`src/rtl/kamus_pkg.sv`:
```
// Shared types and decode helpers for the kamus load/store unit.
package kamus_pkg;

  typedef enum logic [3:0] {
    OP_NONE, OP_LB, OP_LH, OP_LW, OP_LD, OP_LBU, OP_LHU, OP_LWU,
    OP_SB, OP_SH, OP_SW, OP_SD
  } lsu_op_e;

  typedef enum logic [2:0] {
    ST_IDLE, ST_REQ, ST_RESP, ST_DRAIN, ST_ERR
  } lsu_state_e;

  function automatic logic [3:0] lsu_size_bytes(input lsu_op_e op);
    case (op)
      OP_LB, OP_LBU, OP_SB: return 4'd1;
      OP_LH, OP_LHU, OP_SH: return 4'd2;
      OP_LW, OP_LWU, OP_SW: return 4'd4;
      OP_LD, OP_SD:         return 4'd8;
      default:              return 4'd0;
    endcase
  endfunction

  function automatic logic lsu_is_store(input lsu_op_e op);
    return op inside {OP_SB, OP_SH, OP_SW, OP_SD};
  endfunction

  function automatic logic lsu_is_unsigned(input lsu_op_e op);
    return op inside {OP_LBU, OP_LHU, OP_LWU};
  endfunction

endpackage

```
`src/rtl/kamus_lsu_align.sv`:
```
// Combinational lane steering: store data/byte enables toward memory and
// load data extraction plus sign/zero extension back toward the core.
module kamus_lsu_align #(
  parameter int XLEN = 32,
  localparam int NB = XLEN / 8,
  localparam int OFF_W = $clog2(XLEN / 8)
) (
  input  logic [XLEN-1:0]  wdata_i,
  input  logic [OFF_W-1:0] w_off_i,
  input  logic [3:0]       w_size_i,
  output logic [XLEN-1:0]  lane_wdata_o,
  output logic [NB-1:0]    be_o,
  input  logic [XLEN-1:0]  rdata_i,
  input  logic [OFF_W-1:0] r_off_i,
  input  logic [3:0]       r_size_i,
  input  logic             r_unsigned_i,
  output logic [XLEN-1:0]  ext_rdata_o
);

  logic [NB-1:0]   be_base;
  logic [XLEN-1:0] shifted;
  logic [XLEN-1:0] mask;
  logic            sign;

  always_comb begin
    case (w_size_i)
      4'd1:    be_base = NB'(1);
      4'd2:    be_base = NB'(3);
      4'd4:    be_base = NB'(15);
      default: be_base = '1;
    endcase
    be_o         = be_base << w_off_i;
    lane_wdata_o = wdata_i << {w_off_i, 3'b000};

    shifted = rdata_i >> {r_off_i, 3'b000};
    case (r_size_i)
      4'd1: begin
        mask = XLEN'(32'hFF);
        sign = shifted[7];
      end
      4'd2: begin
        mask = XLEN'(32'hFFFF);
        sign = shifted[15];
      end
      4'd4: begin
        mask = XLEN'(32'hFFFF_FFFF);
        sign = shifted[31];
      end
      default: begin
        mask = '1;
        sign = 1'b0;
      end
    endcase
    // Sign fill covers every bit above the loaded field.
    ext_rdata_o = (shifted & mask) | ((sign && !r_unsigned_i) ? ~mask : '0);
  end

endmodule

```
`src/rtl/kamus_lsu.sv`:
```
// Load/store unit FSM: one operation in flight, L1D req/gnt/rvalid handshake.
//   IDLE  | waiting for an operation
//   REQ   | request presented to L1D, outputs held until grant
//   RESP  | granted, waiting for rvalid
//   DRAIN | killed after grant, swallowing the outstanding response
//   ERR   | misaligned or illegal op, reports without touching memory
module kamus_lsu
  import kamus_pkg::*;
#(
  parameter int XLEN   = 32,
  parameter int ADDR_W = 32
) (
  input  logic                clk_i,
  input  logic                rst_i,
  input  logic                req_valid_i,
  input  lsu_op_e             op_i,
  input  logic [ADDR_W-1:0]   addr_i,
  input  logic [XLEN-1:0]     wdata_i,
  input  logic [4:0]          rd_addr_i,
  input  logic                kill_i,
  output logic                busy_o,
  output logic                done_valid_o,
  output logic [XLEN-1:0]     rdata_o,
  output logic [4:0]          rd_addr_o,
  output logic                misaligned_o,
  output logic                bus_err_o,
  output logic                dmem_req_o,
  output logic                dmem_we_o,
  output logic [XLEN/8-1:0]   dmem_be_o,
  output logic [ADDR_W-1:0]   dmem_addr_o,
  output logic [XLEN-1:0]     dmem_wdata_o,
  input  logic                dmem_gnt_i,
  input  logic                dmem_rvalid_i,
  input  logic [XLEN-1:0]     dmem_rdata_i,
  input  logic                dmem_err_i
);

  localparam int NB    = XLEN / 8;
  localparam int OFF_W = $clog2(NB);

  lsu_state_e         state_q, state_d;
  lsu_op_e            op_q, op_d;
  logic [OFF_W-1:0]   off_q, off_d;
  logic [4:0]         rd_q, rd_d;
  logic [ADDR_W-1:0]  addr_q, addr_d;
  logic [NB-1:0]      be_q, be_d;
  logic [XLEN-1:0]    wdata_q, wdata_d;
  logic               done_q, done_d;
  logic [XLEN-1:0]    rdata_q, rdata_d;
  logic [4:0]         rd_out_q, rd_out_d;
  logic               mis_q, mis_d;
  logic               berr_q, berr_d;

  logic               accept, illegal, misaligned_in, in_req;
  logic [3:0]         size_in;
  logic [NB-1:0]      lane_be;
  logic [XLEN-1:0]    lane_wdata, ext_rdata;

  assign size_in = lsu_size_bytes(op_i);
  assign accept  = req_valid_i && (op_i != OP_NONE) && !kill_i;
  // Doubleword ops and LWU have no meaning on a 32-bit datapath; report them
  // through the same no-memory-access error path as misalignment.
  assign illegal = (XLEN == 32) && (op_i inside {OP_LD, OP_SD, OP_LWU});
  assign misaligned_in = illegal || ((addr_i[2:0] & (size_in[2:0] - 3'd1)) != 3'b000);

  kamus_lsu_align #(.XLEN(XLEN)) u_align (
    .wdata_i      (wdata_i),
    .w_off_i      (addr_i[OFF_W-1:0]),
    .w_size_i     (size_in),
    .lane_wdata_o (lane_wdata),
    .be_o         (lane_be),
    .rdata_i      (dmem_rdata_i),
    .r_off_i      (off_q),
    .r_size_i     (lsu_size_bytes(op_q)),
    .r_unsigned_i (lsu_is_unsigned(op_q)),
    .ext_rdata_o  (ext_rdata)
  );

  always_comb begin
    state_d  = state_q;
    op_d     = op_q;
    off_d    = off_q;
    rd_d     = rd_q;
    addr_d   = addr_q;
    be_d     = be_q;
    wdata_d  = wdata_q;
    done_d   = 1'b0;
    rdata_d  = '0;
    rd_out_d = '0;
    mis_d    = 1'b0;
    berr_d   = 1'b0;
    case (state_q)
      ST_IDLE: begin
        if (accept) begin
          op_d    = op_i;
          off_d   = addr_i[OFF_W-1:0];
          rd_d    = rd_addr_i;
          addr_d  = {addr_i[ADDR_W-1:OFF_W], {OFF_W{1'b0}}};
          be_d    = lane_be;
          wdata_d = lane_wdata;
          state_d = misaligned_in ? ST_ERR : ST_REQ;
        end
      end
      ST_REQ: begin
        // A grant in the kill cycle still owes us a response.
        if (dmem_gnt_i)  state_d = kill_i ? ST_DRAIN : ST_RESP;
        else if (kill_i) state_d = ST_IDLE;
      end
      ST_RESP: begin
        if (kill_i) begin
          state_d = dmem_rvalid_i ? ST_IDLE : ST_DRAIN;
        end else if (dmem_rvalid_i) begin
          state_d  = ST_IDLE;
          done_d   = 1'b1;
          rd_out_d = rd_q;
          berr_d   = dmem_err_i;
          rdata_d  = (dmem_err_i || lsu_is_store(op_q)) ? '0 : ext_rdata;
        end
      end
      ST_DRAIN: begin
        if (dmem_rvalid_i) state_d = ST_IDLE;
      end
      ST_ERR: begin
        state_d  = ST_IDLE;
        done_d   = !kill_i;
        mis_d    = !kill_i;
        rd_out_d = kill_i ? 5'd0 : rd_q;
      end
      default: state_d = ST_IDLE;
    endcase
  end

  always_ff @(posedge clk_i or posedge rst_i) begin
    if (rst_i) begin
      state_q  <= ST_IDLE;
      op_q     <= OP_NONE;
      off_q    <= '0;
      rd_q     <= '0;
      addr_q   <= '0;
      be_q     <= '0;
      wdata_q  <= '0;
      done_q   <= 1'b0;
      rdata_q  <= '0;
      rd_out_q <= '0;
      mis_q    <= 1'b0;
      berr_q   <= 1'b0;
    end else begin
      state_q  <= state_d;
      op_q     <= op_d;
      off_q    <= off_d;
      rd_q     <= rd_d;
      addr_q   <= addr_d;
      be_q     <= be_d;
      wdata_q  <= wdata_d;
      done_q   <= done_d;
      rdata_q  <= rdata_d;
      rd_out_q <= rd_out_d;
      mis_q    <= mis_d;
      berr_q   <= berr_d;
    end
  end

  assign in_req       = (state_q == ST_REQ);
  assign dmem_req_o   = in_req;
  assign dmem_we_o    = in_req && lsu_is_store(op_q);
  assign dmem_be_o    = in_req ? be_q : '0;
  assign dmem_addr_o  = in_req ? addr_q : '0;
  assign dmem_wdata_o = in_req ? wdata_q : '0;

  assign busy_o       = !kill_i && ((state_q != ST_IDLE) || (req_valid_i && (op_i != OP_NONE)));
  assign done_valid_o = done_q;
  assign rdata_o      = rdata_q;
  assign rd_addr_o    = rd_out_q;
  assign misaligned_o = mis_q;
  assign bus_err_o    = berr_q;

endmodule

```
`config.mk`:
```
export PLATFORM = sky130hd
export DESIGN_NAME = kamus_lsu
export DESIGN_NICKNAME = d
export VERILOG_FILES = /design/src/rtl/kamus_pkg.sv /design/src/rtl/kamus_lsu_align.sv /design/src/rtl/kamus_lsu.sv
export SDC_FILE = /design/constraint.sdc
export NUM_CORES = 1
export LEC_CHECK = 0
export CAP_MARGIN = 0
export CORE_AREA = 2 2 168 88
export DETAILED_ROUTE_END_ITERATION = 10
export DIE_AREA = 0 0 170 90
export GPL_ROUTABILITY_DRIVEN = 1
export PLACE_DENSITY = 0.75
export SETUP_SLACK_MARGIN = 0.05
export SYNTH_ARGS = -nofsm -noshare
export SYNTH_HDL_FRONTEND = slang
export SYNTH_SLANG_ARGS = --single-unit
```
`constraint.sdc`:
```
create_clock -name clk_i -period 4.65 [get_ports clk_i]
set_input_delay 0.6975 -clock clk_i [delete_from_list [all_inputs] [get_ports clk_i]]
set_output_delay 0.6975 -clock clk_i [all_outputs]
set_load 0.05 [all_outputs]
```
==> impl_metrics.tcl, run 1 <==
set metrics [dict create \
    r2r-end "rdata_o[17]" \
    cts.htree.levels 4 \
    seqPwrFrac_pct 37.9 \
    status "finished, final reports clean" \
    die_area_um2 15300 \
    power.internal_uw 2490 \
    postSynthAreaPerCell_um2 8.80 \
    clk_pin_slew_ns 0.06 \
    async_reset_ff_share_pct 100 \
    routed_wl_mm 19.0 \
    cts_buffers 17 \
    slew_headroom_pct 36.1 \
    io_buffers 220 \
    cts_resized 0 \
    die_x_um 170 \
    grt_pass1_wl_mm 29.8 \
    startpoint "op_i[0]" \
    ctsHoldBuffers 0 \
    cts_setup_buffers 0 \
    postSynthCellCount 691 \
    worstHoldStart "addr_q[14]" \
    cts_tree "built" \
    finalSetupViolations 0 \
    drc 0 \
    syn2layout_area_growth_pct 48.4 \
    drive_gt1_share_pct 6.38 \
    antenna_cells 0 \
    period_needed_ns 3.62 \
    drt.antenna.violating_nets 0 \
    grt_max_degree 67 \
    finalHoldViolations 0 \
    synth_area_um2 6080 \
    tns_ns 0 \
    min_to "addr_q[14]" \
    ys_types 46 \
    p_leak_uw 0.00424 \
    dp_slack_ns 1.03 \
    post-dp-hpwl_mm 13.6 \
    vias_per_cell 5.06 \
    final_core_util_pct 64.6 \
    synth_ff_type "dfrtp_1" \
    wl_per_cell_um 17.4 \
    hold_class "reg -> reg" \
    critPathKind "in -> out" \
    yosys_warnings 0 \
    clockRootBuffer "clkbuf_16" \
    ys_ff_latch 120 \
    coreArea_um2 14000 \
    dp_cells 1060 \
    hold_ws_ns 0.463 \
    cellPowerDensity_nw_per_um2 406 \
    num_rows 31 \
    skew_ns 0.0127 \
    cp-start-kind "input port" \
    path_max_fanout 7 \
    min_path_cells 2 \
    postLayoutSetupSlackWorst_ns 1.03 \
    power_frac_clock_pct 36.2 \
    synth_edf_count 0 \
    drtIter0Drc 460 \
    worst_pin_slew_ns 0.951 \
    sw_frac_of_total_pct 32.2 \
    grt_use_total_pct 25.1 \
    clk_latency_ns 0.40 \
    antenna_found_initial 0 \
    peakVddDrop_mv 0.231 \
    drv_slew 0 \
    clock_path_buffers 2 \
    p_comb_share_pct 25.9 \
    rsz0062_at_grt "false" \
    period_share_pct 77.9 \
    synth_seq_area_share_pct 49.4 \
    cts_sinks 120 \
    endpoint_kind "primary output" \
    crit_arrival_ns 2.93 \
    grt_pass1_vias 5329 \
    gp_congestion 0.915 \
    net-switching-power_uw 1180 \
    max_freq_ghz 0.276 \
    die_h_um 90 \
    dr.pass1.iters 5 \
    maxCapViolCount 0 \
    reg2regPathDepth 5 \
    r2r_setup_slack_ns 2.27 \
    io_pins 223 \
    vias 5513 \
    instances_no_fill 1090 \
    r2r_start "off_q[1]" \
    nets 1013 \
    worstPathRequired_ns 3.95 \
    overflow 0 \
    initial_utilization_pct 43.5 \
]
[kinds of logic (layout without fill, tap and decap cells)]
group                    Yosys count  after routing  share of synthesized area (%)
XOR/XNOR                           4              4                          0.576
buffers and inverters             50            267                           3.73
AND/OR/NAND/NOR                  376            376                           29.0
adder cells (fa/ha/maj)            3              3                          0.617
flip-flops                       120            120                           49.4
other                              1              2                         0.0617
AO/OA/AOI/OAI                     95             95                           9.45
multiplexers                      42             42                           7.20
[sequential cells by signal, indices dropped and copies added (netlist names)]
signal        cells
rdata_o          32
wdata_q          32
addr_q           30
rd_addr_o         5
rd_q              5
be_q              4
op_q              4
state_q           3
off_q             2
bus_err_o         1
done_valid_o      1
misaligned_o      1
[how the worst max path moves through the flow]
stage | end | slack (ns)
after floorplan | addr_q[10] | 0.77
after global placement | busy_o | 1.07
after detailed placement | busy_o | 1.03
after CTS | busy_o | 1.02
after global routing | busy_o | 0.97
final | busy_o | 1.03
[through the flow]
stage                     area (um2)  power [uW]
after floorplan                 6080        1990
after global placement          8440        2320
after detailed placement        8440        2340
after CTS                       9020        3690
after global routing            9020        3850
final                           9020        3670
[synth_stat cells (2+ instances only)]
master    count  area (um2)
nand2b_1      4        25.0
nor3b_1       2        15.0
buf_1         5        18.8
a21oi_1      35         175
dfrtp_1     120        3000
ha_1          3        37.5
clkbuf_1     19        71.3
nor2_1       30         113
mux2i_1      31         310
a221o_1       3        30.0
inv_1         6        22.5
nand3_1      10        50.1
nand4b_1      2        17.5
o21ai_0      23         115
o21a_1        2        15.0
buf_4         3        22.5
buf_2        16        80.1
xor2_1        2        17.5
nand3b_1      2        15.0
mux2_2       10         113
and2_1       74         463
xnor2_1       2        17.5
nor3_1        3        15.0
o31ai_1      10        75.1
a211oi_1     15         113
nand2_1     222         833
nor2b_1      18         113
[area by class of cell]
class                      instances  area [um2]
timing repair buffer             231        2310
tap                              181         226
fill                            1159        4940
clock buffer                      21         460
inverter                           6        25.0
clock inverter                     9         125
sequential                       120        3000
multi-input combinational        522        2870
[critical path: stages]
cell and delay [ns]:
clkdlybuf4s50_1 0.52, or4_1 0.62, nand3b_1 0.23, a21oi_1 0.11
clkdlybuf4s50_1 0.75
[power groups by stage]
stage | clock (uW) | combinational, uW | sequential [uW]
5_1_grt | 1400 | 1040 | 1420
3_3_place_gp | 0 | 924 | 1400
6_report | 1330 | 948 | 1390
2_1_floorplan | 0 | 637 | 1350
3_5_place_dp | 0 | 942 | 1400
4_1_cts | 1350 | 948 | 1390
[layer usage]
metal / track usage, % / vias up / share of wire (%)
li1: - / 2676 / -
met1: 39.5 / 2621 / 52
met2: 32.9 / 209 / 39
met3: 8.89 / 7 / 9.2
met4: 4.34 / 0 / 0.40
met5: 0 / - / 0
[cell usage in the layout, fill, tap and decap left out, types with 3 or more instances in the layout]
cell type and n:
nand2_1 222, clkdlybuf4s50_1 220, dfrtp_1 120, and2_1 74
a21oi_1 35, mux2i_1 31, nor2_1 30, o21ai_0 23
nor2b_1 17, clkbuf_16 17, a211oi_1 15, nand3_1 10
o31ai_1 10, mux2_2 10, buf_4 9, inv_1 5
clkinv_2 4, nor3_1 3, a221o_1 3, nand2b_1 3
ha_1 3, bufinv_16 3
Power figures use the tool's default switching activity.
==> run 2, diff against run 1 <==
Settings changed: CORE_AREA 2 2 168 88 to 2 2 176 92, DIE_AREA 0 0 170 90 to 0 0 178 94, PLACE_DENSITY 0.75 to 0.72.
Clock period 4.65 ns to 2.9 ns, I/O delays scaled along.
==> run 2 against run 1 <==
Compared with the run above:
- largest cell class unchanged
- clock skew is 0.0012 ns lower
- non-clock buffer count rose by 13
- highest routed layer unchanged
- critical endpoint is now dmem_req_o
- via count shrank 0.38%
==> impl_metrics.tcl, run 2 (synthesized netlist as in run 1, its figures left out) <==
set metrics [dict create \
    drive_gt1_share_pct 14.4 \
    path_max_fanout 16 \
    drv_slew 0 \
    hold_class "reg -> reg" \
    num_rows 32 \
    io_buffers 220 \
    clock_path_buffers 2 \
    rsz0062_at_grt "false" \
    initial_utilization_pct 40.3 \
    io_pins 223 \
    dp_slack_ns -0.0427 \
    status "finished, final reports clean" \
    clk_pin_slew_ns 0.06 \
    r2r_setup_slack_ns 0.52 \
    syn2layout_area_growth_pct 49.5 \
    finalHoldViolations 0 \
    critPathKind "reg -> out" \
    grt_max_degree 68 \
    finalSetupViolations 0 \
    grt_pass1_wl_mm 29.8 \
    final_cell_mix "nand2_1 (222), clkdlybuf4s50_1 (153), dfrtp_1 (120)" \
    power_uw 5930 \
    ctsHoldBuffers 0 \
    cts_buffers 17 \
    coreArea_um2 15100 \
    die_area_um2 16700 \
    routed_wl_mm 19.0 \
    nFillCells 1359 \
    wl_per_cell_um 16.8 \
    clockRootBuffer "clkbuf_16" \
    clk_latency_ns 0.41 \
    p_leak_uw 0.00457 \
    drtIter0Drc 368 \
    worst_pin_slew_ns 1.16 \
    dr.pass1.iters 5 \
    crit_arrival_ns 2.22 \
    vias 5492 \
    grt_pass1_vias 5289 \
    final_common_cell "nand2_1" \
    drc 0 \
    die_h_um 94 \
    overflow 0 \
    drt.antenna.violating_nets 0 \
    cp-start-kind "flop" \
    cts_tree "built" \
    maxCapViolCount 0 \
    max_freq_ghz 0.377 \
    wl_met1_mm 9.57 \
    post-dp-hpwl_mm 14.1 \
    period_needed_ns 2.66 \
    worstPathRequired_ns 2.47 \
    gp_congestion 0.865 \
    postLayoutSetupSlackWorst_ns 0.244 \
    skew_ns 0.0115 \
    cts.htree.levels 4 \
    nets 1026 \
    wl_met2_mm 7.12 \
    antenna_found_initial 0 \
    dr_wl_met3_mm 2.16 \
    place_area_um2 8470 \
    die_x_um 178 \
    period_share_pct 91.6 \
    grt_use_total_pct 23.5 \
    slew_headroom_pct 22.7 \
    cellPowerDensity_nw_per_um2 652 \
    top_layer "met4" \
    cts_sinks 120 \
    antenna_cells 0 \
    vias_per_cell 4.87 \
    finalInstanceArea_um2 9090 \
    peakVddDrop_mv 0.357 \
    endpoint_kind "primary output" \
]
run 2: cell types whose count changed in the layout (fill, tap and decap cells not counted), sizes merged:
cell / previous run / this run
clkinvlp: 2 / 5
clkdlybuf4s50: 220 / 153
buf: 11 / 84
inv: 6 / 5
dlymetal6s2s: 0 / 7
run 2: worst max-delay path, cell delays in order, from the launching register on:
cell,delay [ns]
dfrtp_1,0.44
nor3b_2,0.25
buf_4,0.27
clkdlybuf4s50_1,0.85
run 2: worst paths after layout:
check                      startpoint          end  cells past startpoint
setup / recovery           state_q[1]   dmem_req_o                      3
hold / removal             wdata_q[6]   wdata_q[6]                      2
setup reg to reg           state_q[1]     off_q[1]                      4
hold reg to reg            wdata_q[6]   wdata_q[6]                      2
max in group asynchronous       rst_i  wdata_q[26]                      3
min in group asynchronous       rst_i  rdata_o[14]                      3
run 2: per-stage QoR:
step / util (%) / setup TNS (ns) / hold WS, ns / cells
floorplan: - / 0 / 0.430 / 692
global placement: 56.1 / -0.00868 / 0.444 / 1096
detailed placement: 56.1 / -0.146 / 0.450 / 1096
CTS: 60.1 / 0 / 0.464 / 1128
global route: 60.2 / 0 / 0.478 / 1128
finish: 60.2 / 0 / 0.457 / 1128
run 2: timing repair:
action	CTS	global route
buffers inserted	0	0
resized for setup	0	7
setup endpoints to repair	0	7
run 2: final cells by class:
class	count	area (um2)	share of cell area, %
Inverter	6	26.3	0.289
Clock inverter	11	148	1.62
Clock buffer	21	460	5.06
Multi-Input combinational cell	522	2870	31.6
Sequential cell	120	3000	33.0
Tap cell	204	255	2.81
Timing Repair Buffer	244	2320	25.6
run 2: per-layer routing:
| metal | vias to the layer above | track usage, % |
|---|---|---|
| met2 | 219 | 29.9 |
| li1 | 2713 | - |
| met1 | 2547 | 36.0 |
| met4 | 0 | 5.19 |
| met5 | - | 0 |
| met3 | 13 | 9.83 |
run 2: power breakdown:
part,switching [uW],leakage [uW],internal (uW)
clock network,795,0.000285,1400
logic,898,0.00272,627
registers,219,0.00157,1990
